==> src/rtl/vrf_read_pkg.sv <==
// Shared types and widths for the VRF read-request responder.
package vrf_read_pkg;

  localparam int VS_W   = 5;
  localparam int SRC_W  = 4;
  localparam int INST_W = 3;

  // Tag carried alongside a read from acceptance to response
  typedef struct packed {
    logic [SRC_W-1:0]  readSource;
    logic [INST_W-1:0] instructionIndex;
  } read_tag_t;

  localparam int TAG_W = SRC_W + INST_W;

endpackage

==> src/rtl/vrf_read_resp_fifo.sv <==
// In-order response queue: circular buffer with read/write pointers and an
// occupancy count. Storage is cleared on reset so the head reads as zero.
module vrf_read_resp_fifo #(
  parameter int DEPTH = 4,
  parameter int WIDTH = 39
) (
  input  logic             clock,
  input  logic             reset,
  input  logic             push,
  input  logic [WIDTH-1:0] push_data,
  input  logic             pop,
  output logic [WIDTH-1:0] head_data,
  output logic             empty
);

  localparam int PTR_W = (DEPTH > 1) ? $clog2(DEPTH) : 1;
  localparam int CNT_W = $clog2(DEPTH + 1);
  localparam logic [PTR_W-1:0] LAST_PTR = PTR_W'(DEPTH - 1);
  localparam logic [CNT_W-1:0] FULL_CNT = CNT_W'(DEPTH);

  logic [WIDTH-1:0] mem [DEPTH];
  logic [PTR_W-1:0] wr_ptr;
  logic [PTR_W-1:0] rd_ptr;
  logic [CNT_W-1:0] count;
  logic             full;
  logic             do_push;
  logic             do_pop;

  assign full      = (count == FULL_CNT);
  assign empty     = (count == '0);
  assign do_push   = push & ~full;
  assign do_pop    = pop & ~empty;
  assign head_data = mem[rd_ptr];

  // Storage write at the tail
  always_ff @(posedge clock or posedge reset) begin
    if (reset) begin
      for (int i = 0; i < DEPTH; i++) mem[i] <= '0;
    end else if (do_push) begin
      mem[wr_ptr] <= push_data;
    end
  end

  // Pointer and occupancy bookkeeping; pointers wrap at DEPTH-1
  always_ff @(posedge clock or posedge reset) begin
    if (reset) begin
      wr_ptr <= '0;
      rd_ptr <= '0;
      count  <= '0;
    end else begin
      if (do_push) wr_ptr <= (wr_ptr == LAST_PTR) ? '0 : wr_ptr + 1'b1;
      if (do_pop)  rd_ptr <= (rd_ptr == LAST_PTR) ? '0 : rd_ptr + 1'b1;
      case ({do_push, do_pop})
        2'b10:   count <= count + 1'b1;
        2'b01:   count <= count - 1'b1;
        default: count <= count;
      endcase
    end
  end

  // Credits upstream make an overflowing push impossible; flag it if it happens
  always_ff @(posedge clock) begin
    if (!reset) begin
      assert (!(push && full))
        else $error("vrf_read_resp_fifo: push while full");
    end
  end

endmodule

==> src/rtl/vrf_read_responder.sv <==
// Responder end of the VRF read-request channel. Accepted requests strobe the
// register-file SRAM, their tags ride a fixed-latency shift pipeline alongside
// the SRAM access, and data+tag land in an in-order response queue. A credit
// count covering in-flight reads plus queued responses gates req_ready, so the
// pipeline never stalls and SRAM data is never dropped.
module vrf_read_responder
  import vrf_read_pkg::*;
#(
  parameter int DATA_W      = 32,
  parameter int RAM_LATENCY = 2,
  parameter int RESP_DEPTH  = 4
) (
  input  logic              clock,
  input  logic              reset,
  output logic              req_ready,
  input  logic              req_valid,
  input  logic [VS_W-1:0]   req_bits_vs,
  input  logic [SRC_W-1:0]  req_bits_readSource,
  input  logic [INST_W-1:0] req_bits_instructionIndex,
  output logic              ram_rd_en,
  output logic [VS_W-1:0]   ram_rd_addr,
  input  logic [DATA_W-1:0] ram_rd_data,
  output logic              resp_valid,
  input  logic              resp_ready,
  output logic [DATA_W-1:0] resp_bits_data,
  output logic [SRC_W-1:0]  resp_bits_readSource,
  output logic [INST_W-1:0] resp_bits_instructionIndex
);

  localparam int USED_W  = $clog2(RESP_DEPTH + 1);
  localparam int ENTRY_W = DATA_W + TAG_W;
  localparam logic [USED_W-1:0] USED_MAX = USED_W'(RESP_DEPTH);

  logic [USED_W-1:0]      used_q;
  logic                   req_fire;
  logic                   resp_fire;
  read_tag_t              req_tag;
  logic [RAM_LATENCY-1:0] vld_p;
  read_tag_t              tag_p [RAM_LATENCY];
  logic [ENTRY_W-1:0]     push_entry;
  logic [ENTRY_W-1:0]     head_entry;
  logic                   fifo_empty;
  read_tag_t              head_tag;

  // A credit is returned by a pop only in the following cycle, so sustained
  // one-per-cycle acceptance needs RESP_DEPTH >= RAM_LATENCY+2.
  assign req_ready   = (used_q < USED_MAX);
  assign req_fire    = req_valid & req_ready;
  assign req_tag     = {req_bits_readSource, req_bits_instructionIndex};

  assign ram_rd_en   = req_fire;
  assign ram_rd_addr = req_bits_vs;

  // Credit counter: +1 per accepted request, -1 per delivered response
  always_ff @(posedge clock or posedge reset) begin
    if (reset) begin
      used_q <= '0;
    end else begin
      case ({req_fire, resp_fire})
        2'b10:   used_q <= used_q + 1'b1;
        2'b01:   used_q <= used_q - 1'b1;
        default: used_q <= used_q;
      endcase
    end
  end

  // Stage 0 .. RAM_LATENCY-1: tag shift pipeline matched to SRAM latency
  always_ff @(posedge clock or posedge reset) begin
    if (reset) begin
      vld_p <= '0;
      for (int i = 0; i < RAM_LATENCY; i++) tag_p[i] <= '0;
    end else begin
      vld_p[0] <= req_fire;
      tag_p[0] <= req_tag;
      for (int i = 1; i < RAM_LATENCY; i++) begin
        vld_p[i] <= vld_p[i-1];
        tag_p[i] <= tag_p[i-1];
      end
    end
  end

  // Final stage: SRAM data joins its tag and enters the response queue
  assign push_entry = {ram_rd_data, tag_p[RAM_LATENCY-1]};

  vrf_read_resp_fifo #(
    .DEPTH (RESP_DEPTH),
    .WIDTH (ENTRY_W)
  ) u_resp_fifo (
    .clock     (clock),
    .reset     (reset),
    .push      (vld_p[RAM_LATENCY-1]),
    .push_data (push_entry),
    .pop       (resp_fire),
    .head_data (head_entry),
    .empty     (fifo_empty)
  );

  assign resp_valid                 = ~fifo_empty;
  assign resp_fire                  = resp_valid & resp_ready;
  assign head_tag                   = head_entry[TAG_W-1:0];
  assign resp_bits_data             = head_entry[ENTRY_W-1:TAG_W];
  assign resp_bits_readSource       = head_tag.readSource;
  assign resp_bits_instructionIndex = head_tag.instructionIndex;

endmodule
==> config.mk <==
export PLATFORM = sky130hd
export DESIGN_NAME = vrf_read_responder
export DESIGN_NICKNAME = d
export VERILOG_FILES = /design/src/rtl/vrf_read_pkg.sv /design/src/rtl/vrf_read_resp_fifo.sv /design/src/rtl/vrf_read_responder.sv
export SDC_FILE = /design/constraint.sdc
export NUM_CORES = 1
export LEC_CHECK = 0
export CAP_MARGIN = 5
export CORE_AREA = 2 2 135 137
export DETAILED_ROUTE_END_ITERATION = 8
export DIE_AREA = 0 0 137 139
export DONT_BUFFER_PORTS = 1
export PLACE_DENSITY = 0.7
export SLEW_MARGIN = 20
export SYNTH_ARGS = -nofsm -noshare
export SYNTH_HDL_FRONTEND = slang
export SYNTH_HIERARCHICAL = 1
export SYNTH_SLANG_ARGS = --single-unit
==> constraint.sdc <==
create_clock -name clock -period 6.05 [get_ports clock]
set_input_delay 0.3025 -clock clock [delete_from_list [all_inputs] [get_ports clock]]
set_output_delay 0.3025 -clock clock [all_outputs]
set_load 0.05 [all_outputs]
---- Yosys cells after proc, flatten, opt, wreduce, memory -nomap -nowiden ----
Cells that the tools add are included.
Widths: inputs -> output; s select.
operators by class
  reductions and logical operators ........ 4
  bitwise gates (word level) .............. 8
  muxes and demuxes ....................... 10
  equality and inequality tests ........... 7
  add/sub/neg operators ................... 6
  order comparisons ....................... 4
operators by type and width
  kind                 count
  $bwmux 156           1
  $mux 39              3
  $bmux 39 s2          1
  $demux 39 s2         1
  $pmux 3 s2           2
  $eq 2x2->1 const B   4
  $add 3x1->3 const B  2
  $ge 3x3->1 const B   2
  $not 2->3            2
  $sub 3x1->3 const B  2
  $add 2x1->2 const B  2
  $and 1x1->1          4
  $eq 2x1->1 const B   2
  $mux 2               2
  $reduce_bool 2->1    2
  $eq 3x3->1 const B   1
  $logic_not 3->1      1
  $lt 3x1->1 const B   1
  $lt 3x3->1 const B   1
  $not 1->1            2
  $logic_and 1x1->1    1
word-level totals
  word-level logic and storage cells ...... 52
  flip-flop bits (word level) ............. 182
  output and inout port bits .............. 47

---- Logic depth before layout (Yosys ltp) ----
  depth after elaboration ................. 6
  mapped depth ............................ 10
  mapped depth without buffers ............ 10

---- Hierarchy ----
Netlist, hierarchy kept.
by module, submodules not included
  module              area each (sq um)  instances  cells an instance
  vrf_read_resp_fifo  7163.1             1          420
  vrf_read_responder  621.8              1          40

---- Least setup slack after synthesis ----
Ideal clock, no wire load.
  kind .................................... flip-flop to flip-flop
  start ................................... register u_resp_fifo.count[0]
  end ..................................... register u_resp_fifo.count[2]
  period minus slack after synthesis ...... 1881 ps
  cell stages (with the launch flop) ...... 9
  arrival time ............................ 1801 ps
  setup time .............................. 79 ps
  required time ........................... 5971 ps
  path slack .............................. 4169 ps
  cells stage by stage .................... dfrtp_1 nor3b_4 nand2b_1 ha_1 inv_1 fa_1 xor2_1 nor2_1 xor2_1
between the ends
  cells in the longest elaborated chain, start to end .. 6
  elaborated cells between the ends (all ways) .. 13
  classes of those cells .................. add/sub (2); eq/ne (3); mux (1); bitwise (5); reduce/logical (2)
ends and longest elaborated chain
  item                                             RTL line                                            text
  from (decl)                                      vrf_read_resp_fifo.sv:24                            logic [CNT_W-1:0] count;
  from (signal assigned)                           vrf_read_resp_fifo.sv:54                            2'b10: count <= count + 1'b1;
  from (signal assigned)                           vrf_read_resp_fifo.sv:55                            2'b01: count <= count - 1'b1;
  from (signal assigned)                           vrf_read_resp_fifo.sv:56                            default: count <= count;
  $logic_not 3->1                                  vrf_read_resp_fifo.sv:30                            assign empty = (count == '0);
  $not 1->1                                        vrf_read_resp_fifo.sv:32, vrf_read_responder.sv:98
  $and 1x1->1                                      vrf_read_responder.sv:99                            assign resp_fire = resp_valid & resp_ready;
  $and 1x1->1                                      vrf_read_resp_fifo.sv:32                            assign do_pop = pop & ~empty;
  $eq 2x1->1 or $eq 2x2->1 (tied branches)         vrf_read_resp_fifo.sv:53                            case ({do_push, do_pop})
  $pmux 3 s2 or $reduce_bool 2->1 (tied branches)  --
Several ways; a longest one is shown, not always the timed one.
A chain may end at the register's enable or synchronous reset.

---- Final worst setup path ----
  start ................................... register u_resp_fifo.rd_ptr[0]
  end ..................................... output resp_bits_readSource[2]
between the ends
  cells in the longest elaborated chain, start to end .. 4
ends and longest elaborated chain
  item                                        RTL line                  text
  from (decl)                                 vrf_read_resp_fifo.sv:23  logic [PTR_W-1:0] rd_ptr;
  from (signal assigned)                      vrf_read_resp_fifo.sv:52  if (do_pop) rd_ptr <= (rd_ptr == LAST_PTR) ? '0 : rd_ptr + 1'b1;
  $not 2->3 (not written as such)             vrf_read_resp_fifo.sv:33  assign head_data = mem[rd_ptr];
  $bmux 39 s2                                 vrf_read_resp_fifo.sv:33
  $mux 39 (not written as such) (2 in a row)  vrf_read_resp_fifo.sv:33
  to (decl)                                   vrf_read_responder.sv:26  output logic [SRC_W-1:0] resp_bits_readSource,
No other way between the ends. The select of a mux whose other input is x is not followed.

==> impl_metrics.xml <==
<?xml version="1.0" encoding="UTF-8"?>
<metrics>
  <group name="finish">
    <metric name="drive_gt1_frac" unit="">0.507</metric>
    <metric name="final-seq-area" unit="sq um">4560</metric>
    <metric name="area_growth_syn_to_layout" unit="%">11.2</metric>
    <metric name="multi_input_gate_area" unit="sq um">3000</metric>
    <metric name="layout_common_cells" unit="">dfrtp_1, mux2_2, mux4_2</metric>
    <metric name="n_fill_cell" unit="">1478</metric>
    <metric name="nets" unit="">522</metric>
    <metric name="diodes" unit="">0</metric>
    <metric name="layout.cells.most_common" unit="">dfrtp_1</metric>
  </group>
  <group name="sta">
    <metric name="achievable-frequency" unit="MHz">395</metric>
    <metric name="report.final.setup_viol" unit="">0</metric>
    <metric name="period_minus_slack" unit="ps">2530</metric>
    <metric name="timing.max_slew.rel_slack" unit="">0.238</metric>
    <metric name="max_slew.worst_pin.slew" unit="ps">1140</metric>
    <metric name="slew_violations" unit="">0</metric>
    <metric name="totalNegativeSetupSlack" unit="ps">0</metric>
    <metric name="finalCritPeriodShare" unit="">0.419</metric>
    <metric name="rsz0062_at_grt" unit="">false</metric>
    <metric name="worst_clk_skew" unit="ps">16.6</metric>
    <metric name="timing_hold_violations_final" unit="">0</metric>
  </group>
  <group name="die">
    <metric name="io_pins" unit="">95</metric>
    <metric name="row_count" unit="">49</metric>
    <metric name="die_width" unit="microns">137</metric>
    <metric name="floorplan.initialDensity" unit="">0.441</metric>
    <metric name="core-area" unit="sq um">17700</metric>
    <metric name="die-height" unit="microns">139</metric>
    <metric name="dieArea" unit="sq um">19000</metric>
  </group>
  <group name="clock_tree">
    <metric name="cts_buffer_count" unit="">17</metric>
    <metric name="cts_max_path_buffers" unit="">2</metric>
    <metric name="clk_transition_reported_paths" unit="ps">70</metric>
    <metric name="clockRootBuffer" unit="">clkbuf_16</metric>
    <metric name="clock_sink_count" unit="">182</metric>
    <metric name="cts_tree" unit="">built</metric>
    <metric name="cts.htree.levels" unit="">4</metric>
    <metric name="clkLatencyLatePin" unit="ps">430</metric>
    <metric name="post-cts-setup-buffers" unit="">0</metric>
  </group>
  <group name="global_routing">
    <metric name="globalRoute.busiestLayer" unit="">met2</metric>
    <metric name="use_met2" unit="">0.279</metric>
    <metric name="grt.met3_usage" unit="">0.0512</metric>
    <metric name="grt_antenna_before_repair" unit="">0</metric>
    <metric name="vias_in_the_first_global_route" unit="">4340</metric>
    <metric name="grt_first_pass_wirelength" unit="microns">23800</metric>
    <metric name="global_route.overflow_total" unit="">0</metric>
    <metric name="grt_max_degree" unit="">94</metric>
    <metric name="grtUsageTotal" unit="">0.166</metric>
    <metric name="grtUsageMet1" unit="">0.205</metric>
  </group>
  <group name="logic_synthesis">
    <metric name="yosysWarningCount" unit="">6</metric>
    <metric name="synth_largest_type_area_fraction" unit="">0.585</metric>
    <metric name="synth_nets" unit="">517</metric>
    <metric name="synth.lib_cells_used.distinct" unit="">21</metric>
    <metric name="synth.top_cells.by_area" unit="">dfrtp_1, mux2_2, mux4_2, buf_6, ha_1</metric>
    <metric name="yosys_register_bits" unit="">182</metric>
    <metric name="syn_area_per_cell" unit="sq um">16.9</metric>
    <metric name="syn-instance-count" unit="">460</metric>
    <metric name="sequential_cell_area_fraction_in_the_yosys_report" unit="">0.585</metric>
    <metric name="mappedNetlistArea" unit="sq um">7780</metric>
    <metric name="yosysTopAreaCell" unit="">dfrtp_1</metric>
  </group>
  <group name="run">
    <metric name="drv_cap" unit="">0</metric>
  </group>
  <group name="worst_setup_path">
    <metric name="r2r_cells" unit="">8</metric>
    <metric name="crit-reg2reg-capture" unit="">u_resp_fifo/count[2]</metric>
    <metric name="worst-r2r-setup-slack" unit="ps">3770</metric>
    <metric name="required_worst_endpoint" unit="ps">5750</metric>
    <metric name="cpMaxStageDelayCell" unit="">mux4_2</metric>
    <metric name="crit_buf_inv" unit="">1</metric>
    <metric name="critPathTopFamily" unit="">multiplexers</metric>
    <metric name="setup.worst_path.start_class" unit="">register</metric>
    <metric name="timing.critical_path.fanout_max" unit="">42</metric>
    <metric name="worstPathArrival" unit="ps">2230</metric>
    <metric name="critical_path_cell_count" unit="">2</metric>
    <metric name="path_cells" unit="">buf_4, mux4_2</metric>
    <metric name="critPathMaxStageDelay" unit="ps">780</metric>
    <metric name="crit_type" unit="">register to output port</metric>
    <metric name="regToRegStartpoint" unit="">u_resp_fifo/count[0]</metric>
    <metric name="sort_of_element_at_the_end_of_the_critical_path" unit="">output port</metric>
  </group>
  <group name="status">
    <metric name="status" unit="">finished, final reports clean</metric>
  </group>
  <group name="worst_hold_path">
    <metric name="startpoint_of_the_most_critical_hold_path" unit="">ram_rd_data[1]</metric>
    <metric name="timing.hold.worst.class" unit="">input port to register</metric>
    <metric name="hold_end" unit="">u_resp_fifo/mem[86]</metric>
    <metric name="hold_path_depth" unit="">1</metric>
  </group>
  <group name="detailed_routing">
    <metric name="firstDrtPassIters" unit="">4</metric>
    <metric name="route.antenna.remaining_nets" unit="">0</metric>
    <metric name="detail_route.wl_per_cell" unit="microns">20.6</metric>
    <metric name="drt-total-wl" unit="microns">14500</metric>
    <metric name="drt_iter0_markers" unit="">161</metric>
    <metric name="drc" unit="">0</metric>
    <metric name="total_number_of_vias" unit="">3829</metric>
    <metric name="via_per_inst" unit="">5.42</metric>
  </group>
  <group name="placed_design">
    <metric name="dp_hpwl" unit="microns">9080</metric>
    <metric name="gpl.final_weighted_congestion" unit="">0.720</metric>
    <metric name="numPortBuffers" unit="">0</metric>
  </group>
</metrics>
## how the worst max path moves through the flow
stage                                startpoint                 endpoint  slack [ps]
after global routing      u_resp_fifo/rd_ptr[0]        resp_bits_data[4]        3330
after CTS                 u_resp_fifo/rd_ptr[0]        resp_bits_data[4]        3430
after global placement    u_resp_fifo/wr_ptr[0]       u_resp_fifo/mem[8]        3810
after detailed placement  u_resp_fifo/wr_ptr[0]     u_resp_fifo/mem[137]        3780
final                     u_resp_fifo/rd_ptr[0]  resp_bits_readSource[2]        3520
after floorplan                           reset     u_resp_fifo/count[0]        1340
## worst reg2reg max path: stages, from the launching register on
cell	delay (ps)
dfrtp_1	440
nor3b_4	470
nand2b_1	240
ha_1	200
inv_1	60
fa_1	370
xor2_1	150
nor2_1	120
xor2_1	150
## routing by layer
metal  share of wire  wire length [microns]
met1            0.42                   6100
met3           0.042                    609
met4          0.0083                    121
met2            0.53                   7720
met5               0                      0
## layout make-up
class,instances,area share
Clock buffer,19,0.0512
Clock inverter,12,0.0189
Inverter,14,0.00665
Multi-Input combinational cell,234,0.347
Sequential cell,182,0.527
Tap cell,229,0.0331
Timing Repair Buffer,16,0.0168
## synth_stat cells
library cell	instances
mux2_2	159
mux2_1	1
nor2b_1	1
buf_2	12
mux2i_1	2
xnor2_1	3
buf_1	2
inv_1	14
nor3_1	1
nand2b_1	2
xor2_1	3
ha_1	7
nand2_1	5
buf_6	8
fa_1	2
clkbuf_1	3
nor3b_4	1
nor2_1	8
mux4_2	39
dfrtp_1	182
buf_4	5
## cell families (layout without fill, tap and decap cells)
logic type               after synthesis  after routing  synth area share
AND/OR/NAND/NOR                       18             18            0.0117
adder cells (fa/ha/maj)                9              9            0.0164
flip-flops                           182            182             0.585
XOR/XNOR                               6              6           0.00675
buffers and inverters                 44             61            0.0333
multiplexers                         201            201             0.347
## sequential cells by signal, indices dropped and copies added, names as in the netlist
register            cells
push_entry              7
tag_p                   7
u_resp_fifo/count       3
u_resp_fifo/mem       156
u_resp_fifo/rd_ptr      2
u_resp_fifo/wr_ptr      2
used_q                  3
vld_p                   2
## metrics by stage
step           instances  instance area [sq um]  worst slack (ps)  hold slack, ps   util
6_report             706                   8650              3520            24.5  0.490
2_1_floorplan        460                   7780              1340             254      -
4_1_cts              704                   8630              3430            4.44  0.489
3_5_place_dp         665                   7950              3780             334  0.450
5_1_grt              706                   8650              3330           0.547  0.490
3_3_place_gp         665                   7950              3810             332  0.450
## timing repair
action,4_1_cts,5_1_grt
gates resized for setup,0,0
hold endpoints to repair,118,2
hold buffers,8,2
Power is left out: the tool's default activity adds up to more than one toggle a clock period on the data nets, which glitch-free logic cannot reach.
